==> src/rtl/cubic_seq_ctrl.sv <==
`default_nettype none
// ============================================================================
// Module      : cubic_seq_ctrl
// Description : Line sequencer for the cubic interpolation engine. Steps a
//               Q.8 source position, fetches four edge-clamped neighbours,
//               drives engine phase codes and weights {t,t^2,t^3}, and hands
//               each interpolated pixel out over a valid/ready port.
//               Optional: define CUBIC_SEQ_STALLCNT_EN to add stall_cnt.
// Revision    : 1.0 - initial release
// ============================================================================
module cubic_seq_ctrl #(
    parameter int ADDR_W = 8,
    parameter int CNT_W  = 8
) (
    input  logic                clk,
    input  logic                rst,
    input  logic                start,
    input  logic [ADDR_W-1:0]   line_len,
    input  logic [ADDR_W+7:0]   step,
    input  logic [CNT_W-1:0]    num_out,
    output logic                mem_en,
    output logic [ADDR_W-1:0]   mem_addr,
    output logic [2:0]          eng_cc,
    output logic [23:0]         eng_x,
    input  logic [7:0]          out_data,
    output logic                res_valid,
    output logic [7:0]          res_data,
    input  logic                res_ready,
    output logic                busy,
    output logic                done
`ifdef CUBIC_SEQ_STALLCNT_EN
    ,
    output logic [15:0]         stall_cnt
`endif
);

    typedef enum logic [2:0] {
        S_IDLE  = 3'd0,
        S_RUN   = 3'd1,
        S_STALL = 3'd2,
        S_FLUSH = 3'd3,
        S_FCAP  = 3'd4
    } state_t;

    localparam logic [2:0]        c_cc_hold  = 3'd7;
    localparam logic [2:0]        c_ph_last  = 3'd4;
    localparam logic [ADDR_W-1:0] c_addr_one = 1;
    localparam logic [CNT_W-1:0]  c_cnt_one  = 1;

    // Sequencing state
    state_t              r_state_q, w_state_d;
    logic [2:0]          r_ph_q, w_ph_d;
    logic [ADDR_W+7:0]   r_pos_q, w_pos_d;
    logic [ADDR_W+7:0]   r_step_q, w_step_d;
    logic [ADDR_W-1:0]   r_len_q, w_len_d;
    logic [CNT_W-1:0]    r_num_q, w_num_d;
    logic [CNT_W-1:0]    r_k_q, w_k_d;

    // Registered outputs
    logic                r_mem_en_q, w_mem_en_d;
    logic [ADDR_W-1:0]   r_mem_addr_q, w_mem_addr_d;
    logic [2:0]          r_eng_cc_q, w_eng_cc_d;
    logic [23:0]         r_eng_x_q, w_eng_x_d;
    logic                r_res_valid_q, w_res_valid_d;
    logic [7:0]          r_res_data_q, w_res_data_d;
    logic                r_busy_q, w_busy_d;
    logic                r_done_q, w_done_d;

    // Combinational helpers
    logic                w_ok;
    logic                w_cap;
    logic [CNT_W-1:0]    w_k_inc;
    logic [ADDR_W+1:0]   w_bp1;
    logic [ADDR_W-1:0]   w_addr;
    logic [7:0]          w_t, w_t2, w_t3;
    logic [15:0]         w_sq, w_cu;

`ifdef CUBIC_SEQ_STALLCNT_EN
    logic [15:0]         r_stall_cnt_q, w_stall_cnt_d;
`endif

    always_comb begin
        w_state_d = r_state_q;
        w_ph_d    = r_ph_q;
        w_pos_d   = r_pos_q;
        w_step_d  = r_step_q;
        w_len_d   = r_len_q;
        w_num_d   = r_num_q;
        w_k_d     = r_k_q;
        w_done_d  = 1'b0;
        // A pending result must be gone (or leaving now) before a new one can be produced
        w_ok      = !r_res_valid_q || res_ready;
        w_k_inc   = r_k_q + c_cnt_one;

        case (r_state_q)
            S_IDLE: begin
                if (start) begin
                    w_len_d  = (line_len == '0) ? c_addr_one : line_len;
                    w_step_d = step;
                    w_num_d  = num_out;
                    w_pos_d  = '0;
                    w_k_d    = '0;
                    w_ph_d   = 3'd0;
                    if (num_out == '0) begin
                        w_done_d = 1'b1;
                    end else begin
                        w_state_d = S_RUN;
                    end
                end
            end
            S_RUN: begin
                if (r_ph_q == c_ph_last) begin
                    w_pos_d = r_pos_q + r_step_q;
                    w_k_d   = w_k_inc;
                    w_ph_d  = 3'd0;
                    if (!w_ok) begin
                        w_state_d = S_STALL;
                    end else if (w_k_inc < r_num_q) begin
                        w_state_d = S_RUN;
                    end else begin
                        w_state_d = S_FLUSH;
                    end
                end else begin
                    w_ph_d = r_ph_q + 3'd1;
                end
            end
            S_STALL: begin
                if (w_ok) begin
                    w_state_d = (r_k_q < r_num_q) ? S_RUN : S_FLUSH;
                end
            end
            S_FLUSH: begin
                w_state_d = S_FCAP;
            end
            S_FCAP: begin
                w_state_d = S_IDLE;
                w_done_d  = 1'b1;
            end
            default: begin
                w_state_d = S_IDLE;
            end
        endcase

        // Neighbour index b-1+p, carried as (b+p) so the left edge stays unsigned
        w_bp1 = {2'b00, w_pos_d[ADDR_W+7:8]} + {{(ADDR_W-1){1'b0}}, w_ph_d};
        if (w_bp1 == '0) begin
            w_addr = '0;
        end else if (w_bp1 > {2'b00, w_len_d}) begin
            w_addr = w_len_d - c_addr_one;
        end else begin
            w_addr = w_bp1[ADDR_W-1:0] - c_addr_one;
        end

        w_t  = w_pos_d[7:0];
        w_sq = 16'(w_t) * 16'(w_t) + 16'd128;
        w_t2 = 8'(w_sq >> 8);
        w_cu = 16'(w_t2) * 16'(w_t) + 16'd128;
        w_t3 = 8'(w_cu >> 8);

        w_mem_en_d   = (w_state_d == S_RUN) && (w_ph_d != c_ph_last);
        w_mem_addr_d = w_mem_en_d ? w_addr : r_mem_addr_q;

        if (w_state_d == S_RUN) begin
            w_eng_cc_d = w_ph_d;
        end else if (w_state_d == S_FLUSH) begin
            w_eng_cc_d = 3'd0;
        end else begin
            w_eng_cc_d = c_cc_hold;
        end

        w_eng_x_d = r_eng_x_q;
        if ((w_state_d == S_RUN) && (w_ph_d == 3'd0)) begin
            w_eng_x_d = {w_t, w_t2, w_t3};
        end else if (w_state_d == S_FLUSH) begin
            w_eng_x_d = '0;
        end

        w_busy_d = (w_state_d != S_IDLE);

        // Engine output is valid the cycle after a result-producing phase 0
        w_cap = ((r_state_q == S_RUN) && (r_ph_q == 3'd1) && (r_k_q != '0)) ||
                (r_state_q == S_FCAP);
        w_res_data_d  = w_cap ? out_data : r_res_data_q;
        w_res_valid_d = w_cap || (r_res_valid_q && !res_ready);

`ifdef CUBIC_SEQ_STALLCNT_EN
        w_stall_cnt_d = r_stall_cnt_q;
        if ((r_state_q == S_IDLE) && start) begin
            w_stall_cnt_d = '0;
        end else if ((r_state_q == S_STALL) && (r_stall_cnt_q != 16'hFFFF)) begin
            w_stall_cnt_d = r_stall_cnt_q + 16'd1;
        end
`endif
    end

    always_ff @(posedge clk) begin
        if (rst) begin
            r_state_q     <= S_IDLE;
            r_ph_q        <= 3'd0;
            r_pos_q       <= '0;
            r_step_q      <= '0;
            r_len_q       <= c_addr_one;
            r_num_q       <= '0;
            r_k_q         <= '0;
            r_mem_en_q    <= 1'b0;
            r_mem_addr_q  <= '0;
            r_eng_cc_q    <= c_cc_hold;
            r_eng_x_q     <= '0;
            r_res_valid_q <= 1'b0;
            r_res_data_q  <= '0;
            r_busy_q      <= 1'b0;
            r_done_q      <= 1'b0;
`ifdef CUBIC_SEQ_STALLCNT_EN
            r_stall_cnt_q <= '0;
`endif
        end else begin
            r_state_q     <= w_state_d;
            r_ph_q        <= w_ph_d;
            r_pos_q       <= w_pos_d;
            r_step_q      <= w_step_d;
            r_len_q       <= w_len_d;
            r_num_q       <= w_num_d;
            r_k_q         <= w_k_d;
            r_mem_en_q    <= w_mem_en_d;
            r_mem_addr_q  <= w_mem_addr_d;
            r_eng_cc_q    <= w_eng_cc_d;
            r_eng_x_q     <= w_eng_x_d;
            r_res_valid_q <= w_res_valid_d;
            r_res_data_q  <= w_res_data_d;
            r_busy_q      <= w_busy_d;
            r_done_q      <= w_done_d;
`ifdef CUBIC_SEQ_STALLCNT_EN
            r_stall_cnt_q <= w_stall_cnt_d;
`endif
        end
    end

    assign mem_en    = r_mem_en_q;
    assign mem_addr  = r_mem_addr_q;
    assign eng_cc    = r_eng_cc_q;
    assign eng_x     = r_eng_x_q;
    assign res_valid = r_res_valid_q;
    assign res_data  = r_res_data_q;
    assign busy      = r_busy_q;
    assign done      = r_done_q;
`ifdef CUBIC_SEQ_STALLCNT_EN
    assign stall_cnt = r_stall_cnt_q;
`endif

endmodule
`default_nettype wire

==> config.mk <==
export PLATFORM = sky130hd
export DESIGN_NAME = cubic_seq_ctrl
export DESIGN_NICKNAME = d
export VERILOG_FILES = /design/src/rtl/cubic_seq_ctrl.sv
export SDC_FILE = /design/constraint.sdc
export NUM_CORES = 1
export LEC_CHECK = 0
export ABC_AREA = 1
export CORE_UTILIZATION = 36
export DETAILED_ROUTE_END_ITERATION = 8
export PLACE_DENSITY = 0.59
export SLEW_MARGIN = 10
export SYNTH_ARGS = -nofsm -noshare
export SYNTH_HDL_FRONTEND = slang
export SYNTH_SLANG_ARGS = --single-unit
==> constraint.sdc <==
create_clock -name clk -period 12.3 [get_ports clk]
set_clock_uncertainty 0.15 [all_clocks]
set_input_delay 2.46 -clock clk [delete_from_list [all_inputs] [get_ports clk]]
set_output_delay 2.46 -clock clk [all_outputs]
set_load 0.005 [all_outputs]
## Word level (Yosys, flattened, before mapping)

Index checks and enable logic that the tools add are counted.

| operators by class | value |
|---|---|
| add/subtract/negate cells | 8 |
| equal/unequal tests | 11 |
| multipliers | 2 |
| order comparisons | 3 |
| muxes and demuxes | 29 |
| reduce and logical (&&, ||, !) cells | 21 |

Operators with widths:

| cell | count |
|---|---|
| two-way mux 8 bit | 7 |
| two-way mux 24 bit | 2 |
| adder 16 x 8 -> 16 bit, second input constant | 2 |
| multiplier 8 x 8 -> 16 bit | 2 |
| two-way mux 16 bit | 2 |
| one-hot mux 16 bit (2 select lines) | 1 |
| two-way mux 3 bit | 8 |
| adder 16 bit | 1 |
| zero test 8 bit | 2 |
| less-than comparator 8 bit | 2 |
| one-hot mux 8 bit (2 select lines) | 1 |
| subtractor 8 x 1 -> 8 bit, second input constant | 2 |
| one-hot mux 3 bit (4 select lines) | 1 |
| zero test 10 bit | 1 |
| adder 8 x 3 -> 9 bit | 1 |
| == test 3 x 1 -> 1 bit, second input constant | 3 |
| == test 3 x 2 -> 1 bit, second input constant | 3 |
| greater-than comparator 9 x 8 -> 1 bit | 1 |
| adder 8 x 1 -> 8 bit, second input constant | 1 |
| nonzero test 8 bit | 1 |
| == test 3 bit, second input constant | 2 |
| zero test 3 bit | 2 |
| two-way mux 2 bit | 3 |
| one-hot mux 3 bit (2 select lines) | 1 |
| other kinds (12) | 22 |

| storage, ports and cells | value |
|---|---|
| bits in registers | 109 |
| output and inout bits | 47 |
| input bits | 44 |
| word-level logic and storage cells | 89 |

## Longest topological paths before layout

Gate-level depths: netlist of the first run.

| logic depth | value |
|---|---|
| word-level depth | 9 |
| depth in mapped cells | 57 |
| gate-level depth less buffers | 55 |

## Worst setup path after synthesis of the first run

No wires, ideal clock.

| timing path | value |
|---|---|
| path type | input to register |
| start point | input port start |
| end point | register r_eng_x_q[6], in the netlist eng_x[6] |
| arrival time | 10.991 ns |
| slack | 1.089 ns |
| stages on the path | 49 |
| path buffers | 1 |
| cells stage by stage | nand2_2 nand2_4 o21ai_1 inv_1 clkbuf_1 nor2_1 inv_1 fa_1 inv_1 fa_1 fa_1 inv_1 fa_1 inv_1 ha_1 nand2_1 nor2_1 a211oi_1 (+13 left out) inv_1 fa_1 inv_1 ha_1 a21oi_1 o21ai_0 nand2_1 nand2_1 nand2_1 nand2_1 nand2_1 nand2_1 nand3_1 nand2_1 a21o_1 a21oi_1 o21ai_0 a21oi_1 |

| on the way | value |
|---|---|
| longest elaborated chain between the ends | 7 |
| elaborated cells on any way between the ends | 16 |

Ends and longest elaborated chain:

| element | RTL line | source |
|---|---|---|
| from (decl) | 17 | `input logic start,` |
| two-way mux 16 bit * | 97 | `if (start) begin` |
| one-hot mux 16 bit (2 select lines) * | 95 | `case (r_state_q)` |
| net w_pos_d[5] | 53 | `logic [ADDR_W+7:0] r_pos_q, w_pos_d;` |
| multiplier 8 x 8 -> 16 bit | 155 | `w_sq = 16'(w_t) * 16'(w_t) + 16'd128;` |
| adder 16 x 8 -> 16 bit | 155 |  |
| multiplier 8 x 8 -> 16 bit * | 157 | `w_cu = 16'(w_t2) * 16'(w_t) + 16'd128;` |
| adder 16 x 8 -> 16 bit * | 157 |  |
| two-way mux 24 bit * | 172 | `if ((w_state_d == S_RUN) && (w_ph_d == 3'd0)) begin` |
| to (signal assigned) | 227 | `r_eng_x_q <= w_eng_x_d;` |
| to (decl) | 63 | `logic [23:0] r_eng_x_q, w_eng_x_d;` |

The timed path passes the listed nets; every way through them passes the cells marked *.
A chain may end at the register's enable or synchronous reset.

## Worst setup path in the final report of the first run

| timing path | value |
|---|---|
| start point | input port start |
| end point | register r_eng_x_q[6], in the netlist eng_x[6] |

| on the way | value |
|---|---|
| longest elaborated chain between the ends | 7 |
| elaborated cells on any way between the ends | 16 |

Ends and longest elaborated chain:

| element | RTL line |
|---|---|
| two-way mux 16 bit | 97 |
| one-hot mux 16 bit (2 select lines) | 95 |
| multiplier 8 x 8 -> 16 bit | 155 |
| adder 16 x 8 -> 16 bit | 155 |
| multiplier 8 x 8 -> 16 bit | 157 |
| adder 16 x 8 -> 16 bit | 157 |
| two-way mux 24 bit | 172 |

Parallel ways exist; a longest one is shown, timed or not.

==> results.py, run 1 <==
metrics = {
    "floorplanning": {
        "die_h_um": 164.5,
        "start_util": 0.3659,
        "die_x_um": 164.5,
        "core_area_um2": 25980,
        "die_area_um2": 27060,
        "ios": 91,
        "rows": 59,
    },
    "routing": {
        "wl_met3_mm": 1.128,
        "drt_pass1_iterations": 5,
        "highest_layer": "met4",
        "wirelength_mm": 24.65,
        "wl_per_cell_um": 13.91,
        "drc": 0,
        "wl_met2_mm": 11.03,
        "wl_met1_mm": 12.19,
        "drt_iter0_markers": 486,
        "vias": 8569,
        "vias_per_cell": 4.833,
        "ant_nets": 0,
    },
    "logic_synthesis": {
        "synth_flop_cell": "dfxtp_1",
        "netlist_instances": 1336,
        "syn-cell-area_um2": 9507,
        "async_reset_ff_frac": 0,
        "avgSynthCellArea_um2": 7.116,
        "ys_seq_area_frac": 0.2295,
        "synth_edf_count": 0,
        "synth_nets": 1550,
        "yosys_warnings": 0,
        "ys_types": 56,
        "synth-seq-cells": 109,
    },
    "timing": {
        "fin_ws_ns": 0.7498,
        "finalCriticalPeriod_ns": 11.55,
        "tightest_slew_ns": 0.9272,
        "fin_crit_sh": 0.9390,
        "hold_viol": 0,
        "fmax_mhz": 86.58,
        "maxSlewHeadroom": 0.3819,
        "slew_violations": 0,
        "fin_setup_tns_ns": 0,
        "setup_violations": 0,
        "rsz0062_at_grt": "false",
    },
    "cts": {
        "h-tree-depth": 3,
        "cts-root-buf": "clkbuf_16",
        "clockBufferDepth": 2,
        "cts_buffers": 9,
        "clkLatencyLatePin_ns": 0.36,
        "cts_setup_buffers": 0,
        "clk_pin_slew_ns": 0.08,
        "clkSinkCount": 109,
        "cts_tree": "yes",
    },
    "final_layout": {
        "syn_to_final_growth_pct": 17.74,
        "layout_common_cells": "nand2_1, inv_1, nor2_1, ha_1, dfxtp_1",
        "diodes": 0,
        "fin_util": 0.4308,
        "drive_gt1_frac": 0.06954,
        "finalNetCount": 1647,
        "final_common_cell": "nand2_1",
        "fillers": 2711,
    },
    "critical_path": {
        "crit_type": "in -> reg",
        "cp-startpoint": "start",
        "cp.arrival_ns": 11.68,
        "crit_path_frequent_cell": "nand2_1",
        "start_kind": "primary input",
        "cp-end-kind": "flip-flop",
        "worst-r2r-setup-slack_ns": 2.30,
        "critPathRequiredTime_ns": 12.43,
        "cpMaxStageDelayCell": "fa_1",
        "crit_fanout": 9,
        "timing.rr.start": "r_step_q[0]",
        "max_stage_delay_ns": 0.55,
    },
    "power_and_ir_drop": {
        "peakVddDrop_uv": 67.85,
        "p_per_area_nw_per_um2": 72.33,
        "power_leakage_uw": 0.005523,
    },
    "worst_hold_path": {
        "min-delay-start": "eng_x[0]",
        "hp-class": "reg -> reg",
    },
    "grt": {
        "grt_max_degree": 80,
        "gr-usage-all-layers": 0.1915,
        "grt_pass1_vias": 8210,
        "antenna_found_initial": 0,
        "grt_overflow_total": 0,
        "grt_pass1_wl_mm": 40.95,
    },
    "placement": {
        "preCtsSetupSlack_ns": 0.3859,
        "dp_hpwl_mm": 19.53,
        "numPortBuffers": 90,
        "gp_congestion": 0.8684,
    },
    "outcome": {
        "status": "finished, final reports clean",
    },
    "flow_run": {
        "cap_violations": 0,
    },
}
[Yosys cell counts, types with 6 or more instances]
master    number  area share
o21ai_0       51       0.027
clkinv_1       6      0.0024
nand3_1       62       0.033
a21oi_1      105       0.055
clkbuf_1      21      0.0083
nand4_1       14      0.0092
fa_1          58        0.12
xor2_1        10      0.0092
xnor2_1        9      0.0083
nand2_1      309        0.12
nand2_2       12      0.0079
inv_2         11      0.0043
dfxtp_1      109        0.23
or2_2         12      0.0079
ha_1         112        0.15
inv_1        226       0.089
nor3_1         9      0.0047
nor2_1       131       0.052
[routing by layer]
layer  GRT usage  vias to the layer above
li1            -                     4414
met3     0.03139                       22
met5           0                        -
met4     0.03962                        0
met2      0.3140                      157
met1      0.2640                     3976
[final cells by class]
class | count | area, um^2 | share of cell area
Multi-Input combinational cell | 955 | 6280 | 0.5610
Sequential cell | 109 | 2182 | 0.1949
Timing Repair Buffer | 114 | 1076 | 0.09613
Inverter | 244 | 920.9 | 0.08227
Tap cell | 335 | 419.2 | 0.03745
Clock buffer | 9 | 225.2 | 0.02012
Clock inverter | 7 | 90.09 | 0.008048
[final timing paths]
kind | end | depth (start not counted)
worst min-delay path | eng_x[0] | 2
worst max register to register | eng_x[6] | 53
worst max-delay path | eng_x[6] | 52
worst min register to register | eng_x[0] | 2
[where the power goes]
group / leakage [uW] / internal (uW) / switching [uW]
Combinational: 0.00448 / 49.6 / 73.7
Sequential: 0.000887 / 365 / 5.85
Clock: 0.000156 / 164 / 151
Total: 0.00552 / 579 / 231
[cell families after synthesis]
family          after synthesis  synth area share
compound gates              191            0.1127
xor+xnor                     19           0.01750
fa+ha+maj                   170            0.2695
buf+inv                     272            0.1102
flops                       109            0.2295
mux                           2          0.002106
simple gates                573            0.2585
[registers in the layout, summed over array words and instances, names as in the netlist, 8 cells and up]
register  flops
eng_x        24
r_num_q       8
r_k_q         8
res_data      8
r_pos_q      16
r_step_q     16
r_len_q       8
mem_addr      8
[worst max-delay path: cells and delay by family]
| family | cells | cell delay (ns) |
|---|---|---|
| buf+inv | 13 | 1.08 |
| simple gates | 20 | 2.13 |
| fa+ha+maj | 10 | 4.70 |
| compound gates | 9 | 1.30 |
[repair_timing]
action	CTS	global route
endpoints found under the setup margin	0	1
gates resized for setup	0	1
hold buffers	0	0
[stage by stage]
stage / total power, uW / hold slack (ns) / instances / cell area [um^2]
final: 809.6 / 0.3152 / 1773 / 11190
after global routing: 852.5 / 0.3351 / 1773 / 11190
after CTS: 821.5 / 0.3222 / 1773 / 11190
after detailed placement: 503.0 / 0.3067 / 1757 / 10880
after global placement: 502.3 / 0.3019 / 1757 / 10880
after floorplan: 454.4 / 0.2991 / 1336 / 9507
(Power assumes the default switching activity.)
==> run 2: changes to the inputs <==
--- a/config.mk
+++ b/config.mk
@@ -8,7 +8,9 @@
 export ABC_AREA = 1
 export CORE_UTILIZATION = 36
 export DETAILED_ROUTE_END_ITERATION = 8
+export GPL_TIMING_DRIVEN = 0
 export PLACE_DENSITY = 0.59
+export SKIP_CTS_REPAIR_TIMING = 1
 export SLEW_MARGIN = 10
 export SYNTH_ARGS = -nofsm -noshare
 export SYNTH_HDL_FRONTEND = slang
==> results.py, run 2 (synthesis results as in run 1) <==
metrics = {
    "floorplanning": {
        "die_x_um": 164.5,
        "rows": 59,
        "ios": 91,
        "die_h_um": 164.5,
        "die_area_um2": 27060,
        "start_util": 0.3659,
        "core_area_um2": 25980,
    },
    "grt": {
        "grt_max_degree": 21,
        "grt_pass1_wl_mm": 40.91,
        "antenna_found_initial": 0,
        "gr-usage-all-layers": 0.1939,
        "grt_pass1_vias": 8198,
        "grt_overflow_total": 0,
    },
    "timing": {
        "fin_crit_sh": 0.9577,
        "fin_setup_tns_ns": 0,
        "holdWs_ns": 0.3163,
        "tightest_slew_ns": 1.141,
        "hold_viol": 0,
        "slew_violations": 0,
        "setup_violations": 0,
        "finalCriticalPeriod_ns": 11.78,
        "fmax_mhz": 84.89,
        "fin_ws_ns": 0.5205,
        "maxSlewHeadroom": 0.2367,
    },
    "flow_run": {
        "cap_violations": 0,
    },
    "critical_path": {
        "start_kind": "primary input",
        "cp-end-kind": "flip-flop",
        "cp_top_family": "adder cells",
        "crit_fanout": 8,
        "cpMaxStageDelayCell": "fa_1",
        "cp.arrival_ns": 11.91,
        "crit_buf_inv": 11,
        "max_stage_delay_ns": 0.56,
        "crit_type": "in -> reg",
        "crit_path_frequent_cell": "nand2_1",
        "critPathRequiredTime_ns": 12.43,
    },
    "final_layout": {
        "diodes": 0,
        "syn_to_final_growth_pct": 19.39,
        "multi_input_area_um2": 6367,
        "regArea_um2": 2182,
        "design_area_um2": 11350,
        "layout_common_cells": "nand2_1, inv_1, nor2_1, ha_1, dfxtp_1",
        "drive_gt1_frac": 0.07750,
        "fillers": 2732,
        "finalNetCount": 1667,
        "layout.cells.non_filler": 1793,
        "largest_reg_flops": 24,
        "final_common_cell": "nand2_1",
    },
    "cts": {
        "clk_pin_slew_ns": 0.07,
        "cts-root-buf": "clkbuf_16",
        "cts_buffers": 9,
        "h-tree-depth": 3,
        "clkLatencyLatePin_ns": 0.36,
        "clkSinkCount": 109,
        "cts_tree": "yes",
        "clockBufferDepth": 2,
    },
    "routing": {
        "vias": 8574,
        "vias_per_cell": 4.782,
        "wirelength_mm": 25.27,
        "ant_nets": 0,
        "drt_iter0_markers": 462,
        "drc": 0,
        "wl_per_cell_um": 14.09,
        "drt_pass1_iterations": 5,
    },
    "placement": {
        "numPortBuffers": 89,
        "gp_congestion": 0.8618,
        "dp_hpwl_mm": 20.25,
        "dpl.cell_count": 1760,
        "placed_area_um2": 10820,
        "preCtsSetupSlack_ns": -1.002,
    },
    "power_and_ir_drop": {
        "power_leakage_uw": 0.005541,
        "p_per_area_nw_per_um2": 69.55,
        "peakVddDrop_uv": 61.94,
    },
    "outcome": {
        "status": "finished, final reports clean",
    },
    "worst_hold_path": {
        "hp-class": "reg -> reg",
    },
}
[run 2: where the power goes]
part           internal, uW  switching, uW  leakage (uW)
Clock                   142            147      0.000137
Combinational          51.6           77.4       0.00452
Sequential              365           6.11      0.000887
[run 2: path summary, 6_finish.rpt]
| path | from | to | slack, ns | cells after the start |
|---|---|---|---|---|
| worst min-delay path | eng_x[0] | eng_x[0] | 0.32 | 2 |
| worst min register to register | eng_x[0] | eng_x[0] | 0.32 | 2 |
| worst max register to register | r_ph_q[1] | eng_x[6] | 1.58 | 54 |
| worst max-delay path | start | eng_x[6] | 0.52 | 49 |
[run 2: tightest hold or removal path, cell delays in order (launching register included)]
cell and delay, ns:
dfxtp_1 0.31, nand2_1 0.06, a21oi_1 0.05
[run 2: layer usage]
| metal | wire (um) | vias to the layer above | track usage |
|---|---|---|---|
| met5 | 0 | - | 0 |
| met4 | 303 | 0 | 0.04879 |
| met3 | 1015 | 21 | 0.03164 |
| met1 | 12480 | 3944 | 0.2681 |
| li1 | - | 4452 | - |
| met2 | 11470 | 157 | 0.3132 |
[run 2: final cells by class]
class	count	share of cell area
Clock inverter	7	0.005733
Timing Repair Buffer	106	0.08974
Multi-Input combinational cell	955	0.5610
Inverter	244	0.08257
Tap cell	335	0.03693
Buffer	28	0.01191
Sequential cell	109	0.1923
Clock buffer	9	0.01984
[run 2: through the flow]
| stage | total power, uW | utilization |
|---|---|---|
| 2_1_floorplan | 454.4 | - |
| 3_3_place_gp | 504.9 | 0.4163 |
| 3_5_place_dp | 506.3 | 0.4163 |
| 4_1_cts | 796.2 | 0.4274 |
| 5_1_grt | 831.3 | 0.4368 |
| 6_report | 789.3 | 0.4368 |
==> run 3: changes to the inputs <==
--- a/config.mk
+++ b/config.mk
@@ -8,6 +8,7 @@
 export ABC_AREA = 1
 export CORE_UTILIZATION = 36
 export DETAILED_ROUTE_END_ITERATION = 8
+export GPL_ROUTABILITY_DRIVEN = 0
 export GPL_TIMING_DRIVEN = 0
 export PLACE_DENSITY = 0.59
 export SKIP_CTS_REPAIR_TIMING = 1
==> results.py, run 3 (synthesis results as in run 1) <==
metrics = {
    "critical_path": {
        "cpMaxStageDelayCell": "fa_1",
        "crit_fanout": 8,
        "cp.arrival_ns": 11.81,
        "start_kind": "primary input",
        "crit_buf_inv": 11,
        "cp-end-kind": "flip-flop",
        "crit_type": "in -> reg",
        "cp_top_family": "adder cells",
        "critPathRequiredTime_ns": 12.45,
        "max_stage_delay_ns": 0.55,
    },
    "final_layout": {
        "fin_util": 0.4358,
        "layout_common_cells": "nand2_1, inv_1, nor2_1, ha_1, dfxtp_1",
        "diodes": 0,
        "largest_reg_flops": 24,
        "final_common_cell": "nand2_1",
        "fillers": 2711,
        "finalNetCount": 1665,
        "drive_gt1_frac": 0.07624,
        "syn_to_final_growth_pct": 19.12,
    },
    "power_and_ir_drop": {
        "total_power_uw": 810.3,
        "peakVddDrop_uv": 58.64,
        "power_leakage_uw": 0.005537,
        "p_per_area_nw_per_um2": 71.55,
    },
    "timing": {
        "fin_ws_ns": 0.6441,
        "fin_setup_tns_ns": 0,
        "fmax_mhz": 85.79,
        "setup_violations": 0,
        "hold_viol": 0,
        "rsz0062_at_grt": "false",
        "slew_violations": 0,
        "maxSlewHeadroom": 0.2448,
        "tightest_slew_ns": 1.129,
        "fin_crit_sh": 0.9476,
        "finalCriticalPeriod_ns": 11.66,
    },
    "routing": {
        "drc": 0,
        "vias": 8665,
        "wirelength_mm": 25.54,
        "vias_per_cell": 4.838,
        "wl_per_cell_um": 14.26,
        "ant_nets": 0,
        "drt_pass1_iterations": 5,
        "drt_iter0_markers": 490,
    },
    "grt": {
        "antenna_found_initial": 0,
        "grt_overflow_total": 0,
        "grt_max_degree": 23,
        "gr-usage-all-layers": 0.1941,
        "grt_pass1_vias": 8195,
        "grt_pass1_wl_mm": 40.99,
    },
    "cts": {
        "clk_pin_slew_ns": 0.08,
        "clkLatencyLatePin_ns": 0.37,
        "cts_tree": "yes",
        "cts-root-buf": "clkbuf_16",
        "cts_buffers": 9,
        "clockBufferDepth": 2,
        "clkSinkCount": 109,
        "h-tree-depth": 3,
    },
    "placement": {
        "preCtsSetupSlack_ns": -0.9754,
        "dp_hpwl_mm": 20.37,
        "numPortBuffers": 89,
    },
    "floorplanning": {
        "die_h_um": 164.5,
        "die_x_um": 164.5,
        "core_area_um2": 25980,
        "start_util": 0.3659,
        "ios": 91,
        "rows": 59,
        "die_area_um2": 27060,
    },
    "flow_run": {
        "cap_violations": 0,
    },
    "worst_hold_path": {
        "hp-class": "reg -> reg",
    },
    "outcome": {
        "status": "finished, final reports clean",
    },
}
run 3: cell count changes in the layout (fill, tap and decap cells not counted), moves of 2 or more:
cell and delta:
clkinvlp_4 -2, o21ai_4 -2, nand2_2 +2, o21ai_2 +2
run 3: power by group:
part	switching, uW	leakage (uW)	internal [uW]
clock network	163	0.000149	147
logic	77.6	0.00450	52.4
registers	6.09	0.000887	365
run 3: layout make-up:
| class | instances | area [um^2] | share of cell area |
|---|---|---|---|
| plain buffers | 28 | 131.4 | 0.01160 |
| clock buffers | 9 | 225.2 | 0.01989 |
| clock inverters | 7 | 78.83 | 0.006961 |
| inverters | 244 | 934.6 | 0.08253 |
| multi-input cells | 955 | 6350 | 0.5607 |
| flip-flops and latches | 109 | 2182 | 0.1927 |
| well taps | 335 | 419.2 | 0.03701 |
| repair buffers | 104 | 1003 | 0.08861 |
run 3: metrics by stage:
step                instance area (um^2)  hold slack (ns)  cells
floorplan                           9507           0.2991   1336
global placement                   10820           0.3053   1760
detailed placement                 10820           0.3038   1760
CTS                                11120           0.3194   1776
global route                       11320           0.3328   1791
finish                             11320           0.3115   1791
run 3: worst min-delay path, cell delays in order (launching register included):
cell and delay, ns:
dfxtp_1 0.31, nand2_1 0.06, a21oi_1 0.05
run 3: path summary, 6_finish.rpt:
path | from | slack, ns | cells after the start | end
worst max register to register | r_ph_q[1] | 1.79 | 54 | eng_x[6]
worst min-delay path | eng_x[0] | 0.31 | 2 | eng_x[0]
worst min register to register | eng_x[0] | 0.31 | 2 | eng_x[0]
worst max-delay path | start | 0.64 | 49 | eng_x[6]
run 3: metal layers:
metal / global-route usage / vias up / routed length, um
met3: 0.03415 / 24 / 1282
met2: 0.3189 / 166 / 11530
met1: 0.2627 / 4030 / 12380
met4: 0.04796 / 0 / 344
met5: 0 / - / 0
li1: - / 4445 / -
